## src/rtl/serial_add_pkg.sv

```systemverilog
// Shared definitions for the bit-serial add/subtract sequencer.
// The state encoding is fixed so external checkers can decode state_dbg.
package serial_add_pkg;

   localparam logic [1:0] IDLE = 2'd0;
   localparam logic [1:0] RUN  = 2'd1;
   localparam logic [1:0] DONE = 2'd2;

   typedef enum logic [1:0] {
      S_IDLE = IDLE,
      S_RUN  = RUN,
      S_DONE = DONE
   } state_t;

endpackage

```

## src/rtl/full_adder.sv

```systemverilog
// One-bit full adder: the only arithmetic element of the serial datapath.
module full_adder (
   input  logic a,
   input  logic b,
   input  logic cin,
   output logic s,
   output logic cout
);

   assign s    = a ^ b ^ cin;
   assign cout = (a & b) | (a & cin) | (b & cin);

endmodule

```

## src/rtl/serial_add_ctrl.sv

```systemverilog
// WIDTH-bit add/subtract computed one bit per clock, LSB first, through a
// single full adder; subtract is a + ~b + 1 with the +1 seeded into carry.
module serial_add_ctrl
   import serial_add_pkg::*;
#(
   parameter int WIDTH = 8
) (
   input  logic             clk,
   input  logic             rst_n,
   input  logic             in_valid,
   output logic             in_ready,
   input  logic [WIDTH-1:0] a,
   input  logic [WIDTH-1:0] b,
   input  logic             sub,
   output logic             out_valid,
   input  logic             out_ready,
   output logic [WIDTH-1:0] sum,
   output logic             cout,
   output logic             ovf,
   output logic             busy,
   output logic [1:0]       state_dbg
);

   localparam int             CW       = (WIDTH > 1) ? $clog2(WIDTH) : 1;
   localparam logic [CW-1:0]  CNT_LAST = CW'(WIDTH - 1);

   state_t           state;
   logic [WIDTH-1:0] a_sh;
   logic [WIDTH-1:0] b_sh;
   logic [WIDTH-1:0] sum_sh;
   logic             carry;
   logic [CW-1:0]    cnt;
   logic             fa_s;
   logic             fa_c;

   full_adder u_fa (
      .a    (a_sh[0]),
      .b    (b_sh[0]),
      .cin  (carry),
      .s    (fa_s),
      .cout (fa_c)
   );

   // Handshakes: a transfer happens on a rising edge where valid and ready are
   // both high; ready/valid here depend only on registered state, never on the
   // partner's valid/ready, so the two handshakes cannot form a comb loop.
   assign in_ready  = (state == S_IDLE);
   assign out_valid = (state == S_DONE);
   assign busy      = (state != S_IDLE);
   assign state_dbg = state;
   assign sum       = sum_sh;

   always_ff @(posedge clk or negedge rst_n) begin
      if (!rst_n) begin
         state  <= S_IDLE;
         a_sh   <= '0;
         b_sh   <= '0;
         sum_sh <= '0;
         carry  <= 1'b0;
         cnt    <= '0;
         cout   <= 1'b0;
         ovf    <= 1'b0;
      end else begin
         case (state)
            S_IDLE: begin
               if (in_valid) begin
                  a_sh  <= a;
                  b_sh  <= sub ? ~b : b;
                  carry <= sub;
                  cnt   <= '0;
                  state <= S_RUN;
               end
            end
            S_RUN: begin
               sum_sh <= {fa_s, sum_sh[WIDTH-1:1]};
               a_sh   <= a_sh >> 1;
               b_sh   <= b_sh >> 1;
               carry  <= fa_c;
               if (cnt == CNT_LAST) begin
                  // carry still holds the carry into the MSB on this cycle
                  cout  <= fa_c;
                  ovf   <= carry ^ fa_c;
                  state <= S_DONE;
               end else begin
                  cnt <= cnt + 1'b1;
               end
            end
            S_DONE: begin
               if (out_ready) state <= S_IDLE;
            end
            default: state <= S_IDLE;
         endcase
      end
   end

endmodule

```

## config.mk

```make
export PLATFORM = sky130hd
export DESIGN_NAME = serial_add_ctrl
export DESIGN_NICKNAME = d
export VERILOG_FILES = /design/src/rtl/serial_add_pkg.sv /design/src/rtl/full_adder.sv /design/src/rtl/serial_add_ctrl.sv
export SDC_FILE = /design/constraint.sdc
export NUM_CORES = 1
export LEC_CHECK = 0
export ABC_AREA = 1
export ABC_CLOCK_PERIOD_IN_PS = 1800
export BUFFER_PORTS_ARGS = -buffer_cell sky130_fd_sc_hd__buf_2
export CORE_AREA = 10 10 85 87
export DETAILED_ROUTE_END_ITERATION = 16
export DIE_AREA = 0 0 95 97
export GPL_ROUTABILITY_DRIVEN = 0
export GPL_TIMING_DRIVEN = 1
export PLACE_DENSITY = 0.45
export SETUP_SLACK_MARGIN = 0.2
export SLEW_MARGIN = 20
export SYNTH_ARGS = -nofsm -noshare
export SYNTH_HDL_FRONTEND = slang
export SYNTH_SLANG_ARGS = --single-unit
```

## constraint.sdc

```tcl
create_clock -name clk -period 1.8 [get_ports clk]
set_clock_uncertainty 0.1 [all_clocks]
set_input_delay 0.36 -clock clk [delete_from_list [all_inputs] [get_ports clk]]
set_output_delay 0.36 -clock clk [all_outputs]
set_load 0.005 [all_outputs]
```

==> impl_metrics.toml <==
[placed_design]
io_buffer_count = 35
hpwl_um = 2920
dp_slack_ns = 0.338
place_area_sq_um = 1870

[layout]
area_delta_synth_final_pct = 24.1
final_area_sq_um = 2020
antenna_cells = 0
fillers = 604
nNetsFinal = 285
layout-drive-gt1-share_pct = 23.7

[worst_hold_path]
hold_path.class = "in2async"

[floorplan]
fp-row-count = 27
die_x_um = 95
coreArea_sq_um = 5470
io_pins = 36
start_util_pct = 29.8
fp.dieArea_sq_um = 9220
fp.dieH_um = 97

[yosys]
synth_cell_type_count = 18
ys_top_cells_by_count = "107 x nand2_1, 32 x dfrtp_1, 24 x nand3_1, 16 x inv_1, 9 x nor2_1"
avgSynthCellArea_sq_um = 7.47
synth_seq_area_share_pct = 49.2
synth-edff-count = 0
yosys_warnings = 0
synth_top_cell_area_share_pct = 49.2
synth_cells = 218
synth_ff_type = "dfrtp_1"
ys_ff_latch = 32
ys_top_cells_by_area = "dfrtp_1 49%, nand2_1 25%, nand3_1 7.4%, inv_1 3.7%, o21ai_1 2.5%"
syn_nets = 242
synth.most_common_cell = "nand2_1"
yosysTopAreaCell = "dfrtp_1"
async_reset_ff_share_pct = 100
syn-cell-area_sq_um = 1630

[power]
netSwitchingFraction_pct = 40.8
power.leakage_nw = 1.14
p_clk_share_pct = 17.2
ir_worst_vdd_v = 0.000365
power_density_nw_per_um2 = 1670
power_frac_comb_pct = 45.8
seq_power_share_pct = 37.0
p_int_mw = 2.00
p_sw_mw = 1.38

[routing]
wl_per_cell_um = 12.2
dr_total_vias = 1402
totalWireLength_um = 4080
top_layer = "met4"
ant_nets = 0
m1WireLength_um = 1890
wl_met3_um = 180
viasPerCell = 4.20
drt_pre_antenna_iters = 4
route.detailed.drc = 0
routed-wl-met2_um = 1920
drt-initial-drc-count = 50

[sta]
hold_slack_ns = -0.0106
finalSetupViolations = 0
hold_violations = 27
worst_slack_ns = 0.220
rsz0062_at_grt = "true"
period_needed_ns = 1.58
fin_crit_sh_pct = 87.8
slew_headroom_pct = 69.2
tightest_slew_ns = 0.460
max_freq_mhz = 633
fin_tns_setup_ns = 0
report.final.slew_viol_count = 0

[worst_setup_path]
worst-setup-path-type = "reg2out"
critPathCaptureType = "output pin"
cp_top_family = "flip-flops"
worstRegToRegCells = 7
arrival_ns = 1.12
regToRegSetupSlack_ns = 0.34
r2r_end = "b_sh[5]"
slowest_delay_ns = 0.42
worst_path_max_delay_cell = "dfrtp_1"
required_ns = 1.34
start_kind = "flop"
crit_buf_inv = 3
cp_max_fo = 5
rr_startpoint = "state_dbg[0]"
path_cells = "buf_8, nor2_4, inv_1, buf_2"

[status]
status = "finished, violations left"
violations = "hold timing"

[clock_tree]
postCtsHoldBufs = 0
path_clk_slew_ns = 0.07
cts.sinks = 32
worstSkewPairLatency_ns = 0.28
cts_tree = "yes"
root_buffer = "clkbuf_8"
cts_inserted_buffers = 5
htreeDepth = 2
clock_path_buffers = 2

[grt]
grt_pass1_vias = 1388
grt_max_degree = 33
grt_overflow_total = 0
antenna_found_initial = 0
grt_first_pass_wirelength_um = 6930
grt.total_usage_pct = 9.38

[run]
cap_violations = 0
placed cells by master (no fill, tap or decap), types with 2 or more instances in the layout:
master,synthesis,routed
inv_2,4,4
ha_1,2,2
clkbuf_8,0,6
nand3_1,24,24
dfrtp_1,32,31
inv_1,16,16
nand2_2,2,3
buf_2,3,35
buf_4,4,8
nor2_1,9,9
nand2_1,107,106
o21ai_1,8,8
area by class of cell:
| class | count | area (sq um) | area share, % |
|---|---|---|---|
| clock buffer | 7 | 86.3 | 4.27 |
| clock inverter | 1 | 7.51 | 0.371 |
| inverter | 20 | 75.1 | 3.71 |
| multi-input combinational | 157 | 699 | 34.6 |
| sequential | 32 | 802 | 39.7 |
| tap | 72 | 90.1 | 4.46 |
| timing repair buffer | 45 | 262 | 12.9 |
worst max path at each step:
stage                       from       to  slack (ns)  depth (start not counted)
finish              state_dbg[0]     busy        0.22                          4
global route        state_dbg[0]     busy        0.17                          4
CTS                 state_dbg[0]     busy        0.19                          4
detailed placement  state_dbg[0]  b_sh[5]        0.34                          6
global placement        in_valid    carry        0.36                          5
floorplan                  carry      ovf        0.49                          3
sequential cells by signal, indices dropped and copies added, names as in the netlist:
name       count
ovf            1
cnt            3
b_sh           8
sum            8
carry          1
a_sh           8
state_dbg      2
cout           1
metrics by stage:
stage | power [mW] | util (%) | hold slack [ns] | std cells
after global routing | 3.73 | 36.9 | 0.0284 | 334
after CTS | 3.40 | 36.5 | 0.00587 | 332
final | 3.38 | 36.9 | -0.0106 | 334
after detailed placement | 2.73 | 34.2 | 0.316 | 321
after global placement | 2.72 | 34.2 | 0.318 | 321
after floorplan | 2.31 | - | -0.0356 | 218
power by group through the flow:
stage	clock, mW	sequential, mW	combinational [mW]
3_5_place_dp	0	1.26	1.47
2_1_floorplan	0	1.22	1.09
3_3_place_gp	0	1.26	1.46
4_1_cts	0.602	1.25	1.55
5_1_grt	0.633	1.29	1.81
6_report	0.581	1.25	1.55
metal layers:
| metal | track usage (%) | vias to the layer above |
|---|---|---|
| li1 | - | 754 |
| met1 | 11.5 | 620 |
| met2 | 14.4 | 22 |
| met3 | 3.08 | 6 |
| met4 | 4.12 | 0 |
| met5 | 0 | - |
cells by family (layout without fill, tap and decap cells):
| group | after synthesis | in the layout | synth area share, % |
|---|---|---|---|
| simple gates | 143 | 143 | 35.3 |
| xor+xnor | 1 | 1 | 0.538 |
| flops | 32 | 32 | 49.2 |
| fa+ha+maj | 3 | 3 | 2.76 |
| buf+inv | 29 | 73 | 8.37 |
| compound gates | 10 | 10 | 3.92 |
what timing repair did:
item,CTS,global route
gates cloned,0,0
gates resized for setup,3,3
endpoints found under the setup margin,3,15
buffers inserted,3,2
Power figures use the tool's default switching activity.
